$ cat src/rtl/alu_result_stage_pkg.sv
// Shared constants for the ALU result / writeback stage.
// Branch codes, flag bit positions and buffered entry width.
package alu_result_stage_pkg;

  localparam int ARS_DATA_W = 16;
  localparam int ARS_REG_AW = 3;
  localparam int ENT_W      = ARS_DATA_W + ARS_REG_AW + 1;

  localparam logic [2:0] BR_NONE = 3'b000;
  localparam logic [2:0] BR_EQZ  = 3'b001;
  localparam logic [2:0] BR_NEZ  = 3'b010;
  localparam logic [2:0] BR_LTZ  = 3'b011;
  localparam logic [2:0] BR_GEZ  = 3'b100;
  localparam logic [2:0] BR_ALW  = 3'b101;
  localparam logic [2:0] BR_FZ   = 3'b110;

  localparam int FLG_Z   = 3;
  localparam int FLG_GZ  = 2;
  localparam int FLG_LZ  = 1;
  localparam int FLG_NEZ = 0;

  localparam logic [3:0] FLAGS_RST = 4'b1000;

endpackage

$ cat src/rtl/alu_result_stage_skid_buffer2.sv
// Generic 2-entry FIFO skid buffer with valid/ready on both sides.
// in_ready is registered so out_ready never reaches it combinationally.
module skid_buffer2 #(
  parameter int W = 8
) (
  input  logic         clk,
  input  logic         rst_n,
  input  logic         in_valid,
  output logic         in_ready,
  input  logic [W-1:0] in_data,
  output logic         out_valid,
  input  logic         out_ready,
  output logic [W-1:0] out_data
);

  logic [W-1:0] r_d0;
  logic [W-1:0] r_d1;
  logic [1:0]   r_count;
  logic         r_rdy;
  logic         w_push;
  logic         w_pop;
  logic [1:0]   w_count_nx;

  assign in_ready  = r_rdy;
  assign out_valid = (r_count != 2'd0);
  assign out_data  = out_valid ? r_d0 : '0;
  assign w_push    = in_valid && r_rdy;
  assign w_pop     = out_valid && out_ready;

  always_comb begin
    w_count_nx = r_count;
    if (w_push && !w_pop)
      w_count_nx = r_count + 2'd1;
    else if (w_pop && !w_push)
      w_count_nx = r_count - 2'd1;
  end

  always_ff @(posedge clk or negedge rst_n) begin
    if (!rst_n) begin
      r_d0    <= '0;
      r_d1    <= '0;
      r_count <= 2'd0;
      r_rdy   <= 1'b1;
    end else begin
      r_count <= w_count_nx;
      r_rdy   <= (w_count_nx != 2'd2);
      if (w_pop && r_count == 2'd2)
        r_d0 <= r_d1;
      if (w_push) begin
        if (r_count == 2'd0 || (r_count == 2'd1 && w_pop))
          r_d0 <= in_data;
        else
          r_d1 <= in_data;
      end
    end
  end

endmodule

$ cat src/rtl/alu_result_stage.sv
// Execute-to-writeback stage: buffered ALU result, flags, branch redirect.
// Optional overflow trap enabled by defining OFL_TRAP_EN.
module alu_result_stage
  import alu_result_stage_pkg::*;
#(
  parameter int                DATA_W   = ARS_DATA_W,
  parameter int                REG_AW   = ARS_REG_AW,
  parameter logic [DATA_W-1:0] TRAP_VEC = 16'h0002
) (
  input  logic              clk,
  input  logic              rst_n,
  input  logic              in_valid,
  output logic              in_ready,
  input  logic [DATA_W-1:0] alu_out,
  input  logic              alu_ofl,
  input  logic [3:0]        alu_flags,
  input  logic              chk_ofl,
  input  logic              flag_upd,
  input  logic              wr_en,
  input  logic [REG_AW-1:0] wr_reg,
  input  logic [2:0]        br_cond,
  input  logic [DATA_W-1:0] br_target,
  output logic              out_valid,
  input  logic              out_ready,
  output logic [DATA_W-1:0] wb_data,
  output logic [REG_AW-1:0] wb_reg,
  output logic              wb_en,
  output logic              redirect,
  output logic [DATA_W-1:0] redirect_pc,
  output logic [3:0]        flags,
  output logic              ofl_err
);

  localparam int EW = DATA_W + REG_AW + 1;

  logic [3:0]        r_flags;
  logic              r_redirect;
  logic [DATA_W-1:0] r_redirect_pc;
  logic              w_acc;
  logic              w_taken;
  logic              w_trap;
  logic              w_wen;
  logic [EW-1:0]     w_entry;
  logic [EW-1:0]     w_head;

  assign w_acc = in_valid && in_ready;

`ifdef OFL_TRAP_EN
  logic r_ofl_err;
  assign w_trap  = chk_ofl && alu_ofl;
  assign ofl_err = r_ofl_err;

  always_ff @(posedge clk or negedge rst_n) begin
    if (!rst_n)
      r_ofl_err <= 1'b0;
    else if (w_acc && w_trap)
      r_ofl_err <= 1'b1;
  end
`else
  logic w_unused_ofl;
  assign w_unused_ofl = ^{chk_ofl, alu_ofl, TRAP_VEC};
  assign w_trap       = 1'b0;
  assign ofl_err      = 1'b0;
`endif

  // trapped entries must not write the register file
  assign w_wen   = wr_en && !w_trap;
  assign w_entry = {w_wen, wr_reg, alu_out};

  always_comb begin
    w_taken = 1'b0;
    unique case (br_cond)
      BR_EQZ:  w_taken = alu_flags[FLG_Z];
      BR_NEZ:  w_taken = alu_flags[FLG_NEZ];
      BR_LTZ:  w_taken = alu_flags[FLG_LZ];
      BR_GEZ:  w_taken = alu_flags[FLG_GZ] | alu_flags[FLG_Z];
      BR_ALW:  w_taken = 1'b1;
      BR_FZ:   w_taken = r_flags[FLG_Z];
      default: w_taken = 1'b0;
    endcase
  end

  always_ff @(posedge clk or negedge rst_n) begin
    if (!rst_n) begin
      r_flags       <= FLAGS_RST;
      r_redirect    <= 1'b0;
      r_redirect_pc <= '0;
    end else begin
      r_redirect <= 1'b0;
      if (w_acc && flag_upd)
        r_flags <= alu_flags;
      if (w_acc && (w_taken || w_trap)) begin
        r_redirect    <= 1'b1;
        r_redirect_pc <= w_trap ? TRAP_VEC : br_target;
      end
    end
  end

  skid_buffer2 #(.W(EW)) u_buf (
    .clk       (clk),
    .rst_n     (rst_n),
    .in_valid  (in_valid),
    .in_ready  (in_ready),
    .in_data   (w_entry),
    .out_valid (out_valid),
    .out_ready (out_ready),
    .out_data  (w_head)
  );

  assign wb_data     = w_head[DATA_W-1:0];
  assign wb_reg      = w_head[DATA_W +: REG_AW];
  assign wb_en       = w_head[EW-1];
  assign redirect    = r_redirect;
  assign redirect_pc = r_redirect_pc;
  assign flags       = r_flags;

endmodule

$ cat config.mk
export PLATFORM = sky130hd
export DESIGN_NAME = alu_result_stage
export DESIGN_NICKNAME = d
export VERILOG_FILES = /design/src/rtl/alu_result_stage_pkg.sv /design/src/rtl/alu_result_stage_skid_buffer2.sv /design/src/rtl/alu_result_stage.sv
export SDC_FILE = /design/constraint.sdc
export NUM_CORES = 1
export LEC_CHECK = 0
export ABC_AREA = 1
export BUFFER_PORTS_ARGS = -buffer_cell sky130_fd_sc_hd__buf_4
export CORE_MARGIN = 5
export CORE_UTILIZATION = 47
export DETAILED_ROUTE_END_ITERATION = 8
export PLACE_DENSITY = 0.84
export SLEW_MARGIN = 20
export SYNTH_ARGS = -nofsm -noshare
export SYNTH_HDL_FRONTEND = slang
export SYNTH_SLANG_ARGS = --single-unit
export TNS_END_PERCENT = 20
$ cat constraint.sdc
create_clock -name clk -period 2.69 [get_ports clk]
set_clock_uncertainty 0.1 [all_clocks]
set_input_delay 0.4035 -clock clk [delete_from_list [all_inputs] [get_ports clk]]
set_output_delay 0.4035 -clock clk [all_outputs]
set_load 0.01 [all_outputs]
==> results of run 1 <==
power breakdown:
part / switching [W] / internal [W]
Combinational: 0.00112 / 0.000892
Clock: 0.000369 / 0.000546
Sequential: 0.000205 / 0.00144
logic make-up (layout without fill, tap and decap cells):
kind of cell               after synthesis  in the layout  share of synthesized area, %
AOI/OAI and AO/OA                       67             67                         13.65
xor gates and xnor gates                 1              1                        0.2996
adders and majority gates                3              3                         1.284
buffers and inverters                   69            160                         9.713
DFF                                     64             64                         54.86
other                                    1              1                        0.1282
and+or+nand+nor                        139            139                         20.07
placed cells by master, fill, tap and decap left out:
cell type   instances
clkbuf_8           10
xor2_1              1
dfstp_2             2
bufinv_16           2
ha_1                3
a21oi_1             1
inv_2               2
a21oi_4             1
clkinvlp_4          2
clkinv_2            1
nand3_1             5
nand3_4             1
buf_4              94
nand2_1            92
dfrtp_1            62
clkbuf_1            1
o21ai_0            37
o211ai_1           20
o21ai_1             7
inv_1              48
nand4_1            16
conb_1              1
nor2_1             23
o21bai_1            1
nand2_2             2
critical path, stage by stage (launching register included):
cell	delay, ps
dfrtp_1	380
inv_1	120
ha_1	150
buf_4	270
nor2_1	110
buf_4	160
routing by layer:
layer | wire, um | GRT usage (%)
met1 | 2899 | 22.62
met3 | 494 | 4.004
met5 | 0 | 0
met4 | 70 | 7.555
met2 | 3346 | 30.03
registers in the layout, indices dropped and copies added (netlist names):
| name | flops |
|---|---|
| flags | 4 |
| redirect | 1 |
| u_buf.r_d1 | 20 |
| redirect_pc | 16 |
| u_buf.in_ready | 1 |
| u_buf.r_count | 2 |
| u_buf.r_d0 | 20 |
final cells by class:
type	instances	area, um2	share of cell area, %
flip-flops and latches	64	1604	41.68
multi-input cells	211	1036	26.92
repair buffers	94	705.7	18.34
inverters	50	187.7	4.876
clock buffers	11	141.4	3.674
well taps	75	93.84	2.438
clock inverters	5	80.08	2.081
worst min-delay path by stage:
stage	start	endpoint	cells past startpoint	slack, ps
final	rst_n	u_buf.r_d1[1]	1	50
after global routing	rst_n	u_buf.r_d1[8]	1	130
after CTS	rst_n	u_buf.r_d1[1]	1	80
after detailed placement	redirect_pc[15]	redirect_pc[15]	2	360
after global placement	redirect_pc[1]	redirect_pc[1]	2	360
after floorplan	rst_n	flags[0]	0	8
through the flow:
stage / area, um2 / instances / power (W)
2_1_floorplan: 2924 / 344 / 0.002825
3_3_place_gp: 3627 / 494 / 0.003592
3_5_place_dp: 3627 / 494 / 0.003692
4_1_cts: 3849 / 510 / 0.004623
5_1_grt: 3849 / 510 / 0.004952
6_report: 3849 / 510 / 0.004574
==> summary.md, run 1 <==
| Metric | Value |
|---|---|
| Core Rows | 28 |
| FF-to-FF setup slack | slightly below 700 ps |
| Max FO, Critical Path | 21 |
| CP startpoint | u_buf.r_count[0] |
| Yosys reg bits | 64 |
| Top-area cell type share of the netlist area | a little over half |
| Initial antenna violation count | 0 |
| Worst R2R Start | u_buf.r_count[0] |
| CTS Buffer Depth | 2 |
| Remaining DRCs | 0 |
| Global-route wire length before repair | 10940 um |
| CTS Buf Count | 9 |
| Crit path arrival time | between 1500 and 2000 ps |
| Gr usage total | between 10% and 20% |
| Hold buffers post-CTS | 0 |
| Tcrit/Tclk final | 75.47% |
| Worst slew pin tran | 800.3 ps |
| Post-DR vias/cell | 5.057 |
| Post-cts sizing count | 0 |
| Vias in the first global route | approximately 2500 |
| Sequential share of the synthesized area | 54.86% |
| Die Width | about 90 um |
| Status | completed |
| Fin crit period | between 2000 and 2500 ps |
| Setup-failing EPs final | 0 |
| Fraction of layout cells with a size suffix above 1 | between 20 and 30% |
| GP Congestion | about 0.8 |
| Worst Reg-to-Reg Cells | 9 |
| Required time worst endpoint | between 2000 and 2500 ps |
| Synth Flop Type | dfrtp_1 |
| GRT Residual Overflow | 0 |
| # fillers | between 500 and 600 |
| Pleak | 2.106 nW |
| WL/cell | roughly 13 um |
| Power per Cell Area | approximately 1200 nW/um2 |
| CTS tree | built |
| Synth Warn # | 0 |
| Top-count cell post-synth | nand2_1 |
| Die Height | about 89 um |
| Slew headroom | a little under half |
| Number of max-cap violations | 0 |
| R2R Path End | u_buf.r_d0[3] |
| CTS Sinks | 64 |
| Antenna viol nets, final | 0 |
| Router iterations before antenna repair | 4 |
| Critical Path Sink Type | output port |
| Worst-path clk slew | roughly 80 ps |
| Final setup TNS | 0 ps |
| Final hold violation count | 0 |
| Mapped Cells | roughly 340 |
| Pin count of the biggest net entering global routing | 65 |
| CTS root buf | clkbuf_8 |
| Ports | 94 |
| # diodes | 0 |
| Initial core utilization | between 40 and 50% |
| Syn Std Cell Area | approximately 2900 um2 |
| P&R area growth vs syn | 31.62% |
| Layout Nets | 483 |
| Worst skew pair latency | ~340 ps |
| Core ar. | around 6000 um2 |
| WL final | about 7000 um |
| Die area | 7899 um2 |
| Synth unique cells | 23 |
| H-tree levels | 3 |
| Syn_area_per_cell | around 8.5 um2 |
| CP Class | register to output port |
| Hold WS | a little over 50 ps |
| Final worst slack | ~660 ps |
| Top cells by count, synth | 92 x nand2_1, 62 x dfrtp_1, 48 x inv_1 |
| Post-synthesis async set-or-reset flop share | 100.0% |
| Tightest Hold Check Type | input port to async pin |
| EDFF count, synth | 0 |
| CP Launch Type | register |
| Port Buffers | 90 |
| Largest area contributor in the netlist | dfrtp_1 |
| Slew Limit Fails | 0 |
| Place WS | 686.4 ps |
| Unrepaired setup endpoints after global routing | false |
| HPWL after detailed placement | between 4000 and 5000 um |
| Layout Utilization | 64.24% |
| DRT iter0 DRCs | between 100 and 150 |
| Worst VDD drop | 0.6367 mV |
| Setup bufs post-CTS | 0 |
| Synth Net Count | about 400 |
| Worst setup path end | wb_data[10] |
| Via count | between 2000 and 3000 |
| Largest cells by area after synthesis | dfrtp_1 53%, nand2_1 12%, o21ai_0 6.3%, inv_1 6.2%, o211ai_1 5.1% |
| Fmax | approximately 0.49 GHz |
(Power assumes the default switching activity.)
==> inputs of run 2 (changes only) <==
- clock period: 2.69 -> 2 ns (I/O delays scaled with it)
==> summary.md, run 2 (same netlist as run 1, synthesis figures left out) <==
| Metric | Value |
|---|---|
| Unrepaired setup endpoints after global routing | false |
| GP Congestion | 0.8054 |
| Setup-failing EPs final | 0 |
| Power per Cell Area | ~1600 nW/um2 |
| WL/cell | 13.43 um |
| Worst R2R Start | u_buf.r_count[0] |
| CTS root buf | clkbuf_8 |
| Layout Nets | a little under 500 |
| CP Class | register to output port |
| Critical Path Sink Type | output port |
| Final setup TNS | 0 ps |
| Required time worst endpoint | about 1600 ps |
| Die Width | around 90 um |
| Slowest Stage Delay on Critical Path | roughly 400 ps |
| Worst slew pin tran | slightly above 800 ps |
| CTS Sinks | 64 |
| Port Buffers | 90 |
| Number of max-cap violations | 0 |
| Fraction of layout cells with a size suffix above 1 | roughly 28% |
| Via count | ~2500 |
| Router iterations before antenna repair | 4 |
| Remaining DRCs | 0 |
| Ports | 94 |
| Pin count of the biggest net entering global routing | 65 |
| Worst-path clk slew | 80 ps |
| CTS tree | built |
| CTS Buf Count | 9 |
| WL final | 6891 um |
| Max FO, Critical Path | 14 |
| Crit path cell chain | inv_1 > ha_1 > buf_6 > nor2_1 > buf_4 |
| Initial core utilization | between 40% and 50% |
| Die area | 7899 um2 |
| FF-to-FF setup slack | ~220 ps |
| Final hold violation count | 0 |
| DRT iter0 DRCs | just under 100 |
| P&R area growth vs syn | 33.85% |
| Tcrit/Tclk final | 95.91% |
| Slew Limit Fails | 0 |
| Post-DR vias/cell | 4.932 |
| HPWL after detailed placement | ~4700 um |
| # fillers | approximately 500 |
| CP startpoint | u_buf.r_count[0] |
| Vias in the first global route | about 2500 |
| Die Height | ~89 um |
| Worst skew pair latency | about 330 ps |
| Global-route wire length before repair | approximately 12000 um |
| Commonest non-fill, non-tap cells in the layout | 93 x buf_4, 92 x nand2_1, 62 x dfrtp_1 |
| CTS Buffer Depth | 2 |
| Antenna viol nets, final | 0 |
| Pleak | approximately 2.1 nW |
| Core ar. | 5991 um2 |
| Most common cell after layout, fill and taps aside | buf_4 |
| Slew headroom | 45.87% |
| Initial antenna violation count | 0 |
| GRT Residual Overflow | 0 |
| CP max-delay cell | dfrtp_1 |
| Worst VDD drop | 0.8933 mV |
| CP Launch Type | register |
| Placement Cell Area | ~3700 um2 |
| # diodes | 0 |
| H-tree levels | 3 |
| Hold path start | alu_flags[2] |
| Area of the multi-input gates | 1039 um2 |
| Fin crit period | between 1500 and 2000 ps |
| Design Area, Final | 3914 um2 |
| Gr usage total | a little under a fifth |
| Tightest Hold Check Type | input port to register |
| Status | completed |
| Crit path arrival time | 1520 ps |
| Fmax | 0.5213 GHz |
| Core Rows | 28 |
| FF/Latch Area | about 1600 um2 |
-- run 2: cell count changes in the layout (fill, tap and decap cells not counted), sizes merged --
cell,delta
buf,+2
clkbuf,-1
clkinv,+1
dlygate4sd3,+1
-- run 2: power by group --
group	internal, W	switching (W)	leakage (nW)	total, W
Clock	0.000739	0.000504	0.109	0.00124
Combinational	0.00127	0.00154	1.25	0.00281
Sequential	0.00194	0.000278	0.775	0.00222
Total	0.00395	0.00232	2.14	0.00627
-- run 2: worst max-delay path, delay by kind of cell (launching register included) --
family / cells / cell delay, ps
adder cells (fa/ha/maj): 1 / 250
buffers and inverters: 3 / 450
flip-flops: 1 / 400
AND/OR/NAND/NOR: 1 / 80
-- run 2: per-layer routing --
| layer | vias up | GRT usage (%) | share of wire, % |
|---|---|---|---|
| li1 | 1275 | - | - |
| met1 | 1168 | 23.50 | 42 |
| met2 | 83 | 31.24 | 51 |
| met3 | 4 | 4.469 | 7.2 |
| met4 | 0 | 5.907 | 0.57 |
| met5 | - | 0 | 0 |
-- run 2: final cells by class --
class	count	area share, %
Multi-Input combinational cell	211	26.53
Sequential cell	64	40.98
Timing Repair Buffer	97	19.41
Inverter	50	4.795
Clock buffer	10	3.517
Tap cell	75	2.398
Clock inverter	6	2.366
-- run 2: final timing paths --
| check | depth (start not counted) | end |
|---|---|---|
| max in group asynchronous | 2 | redirect_pc[11] |
| max reg2reg | 8 | u_buf.r_d0[12] |
| min in group asynchronous | 2 | u_buf.r_d0[1] |
| min reg2reg | 2 | redirect_pc[13] |
| max | 5 | wb_data[10] |
| min | 3 | flags[2] |
-- run 2: stage by stage --
stage	std cells	hold slack, ps	power [W]	utilization [%]	worst slack, ps
2_1_floorplan	344	-95.59	0.003799	-	485.2
5_1_grt	513	115.2	0.006793	65.33	24.13
3_5_place_dp	496	343.2	0.005037	61.22	313.7
3_3_place_gp	496	331.7	0.004902	61.22	362.5
6_report	513	124.3	0.006266	65.33	81.76
4_1_cts	513	107.7	0.006335	65.23	20.98
-- run 2: what timing repair did --
action / 4_1_cts / 5_1_grt
setup buffers: 0 / 0
endpoints found under the setup margin: 0 / 9
resized for setup: 0 / 2
endpoints found under the hold margin: 62 / 0
hold buffers: 1 / 0
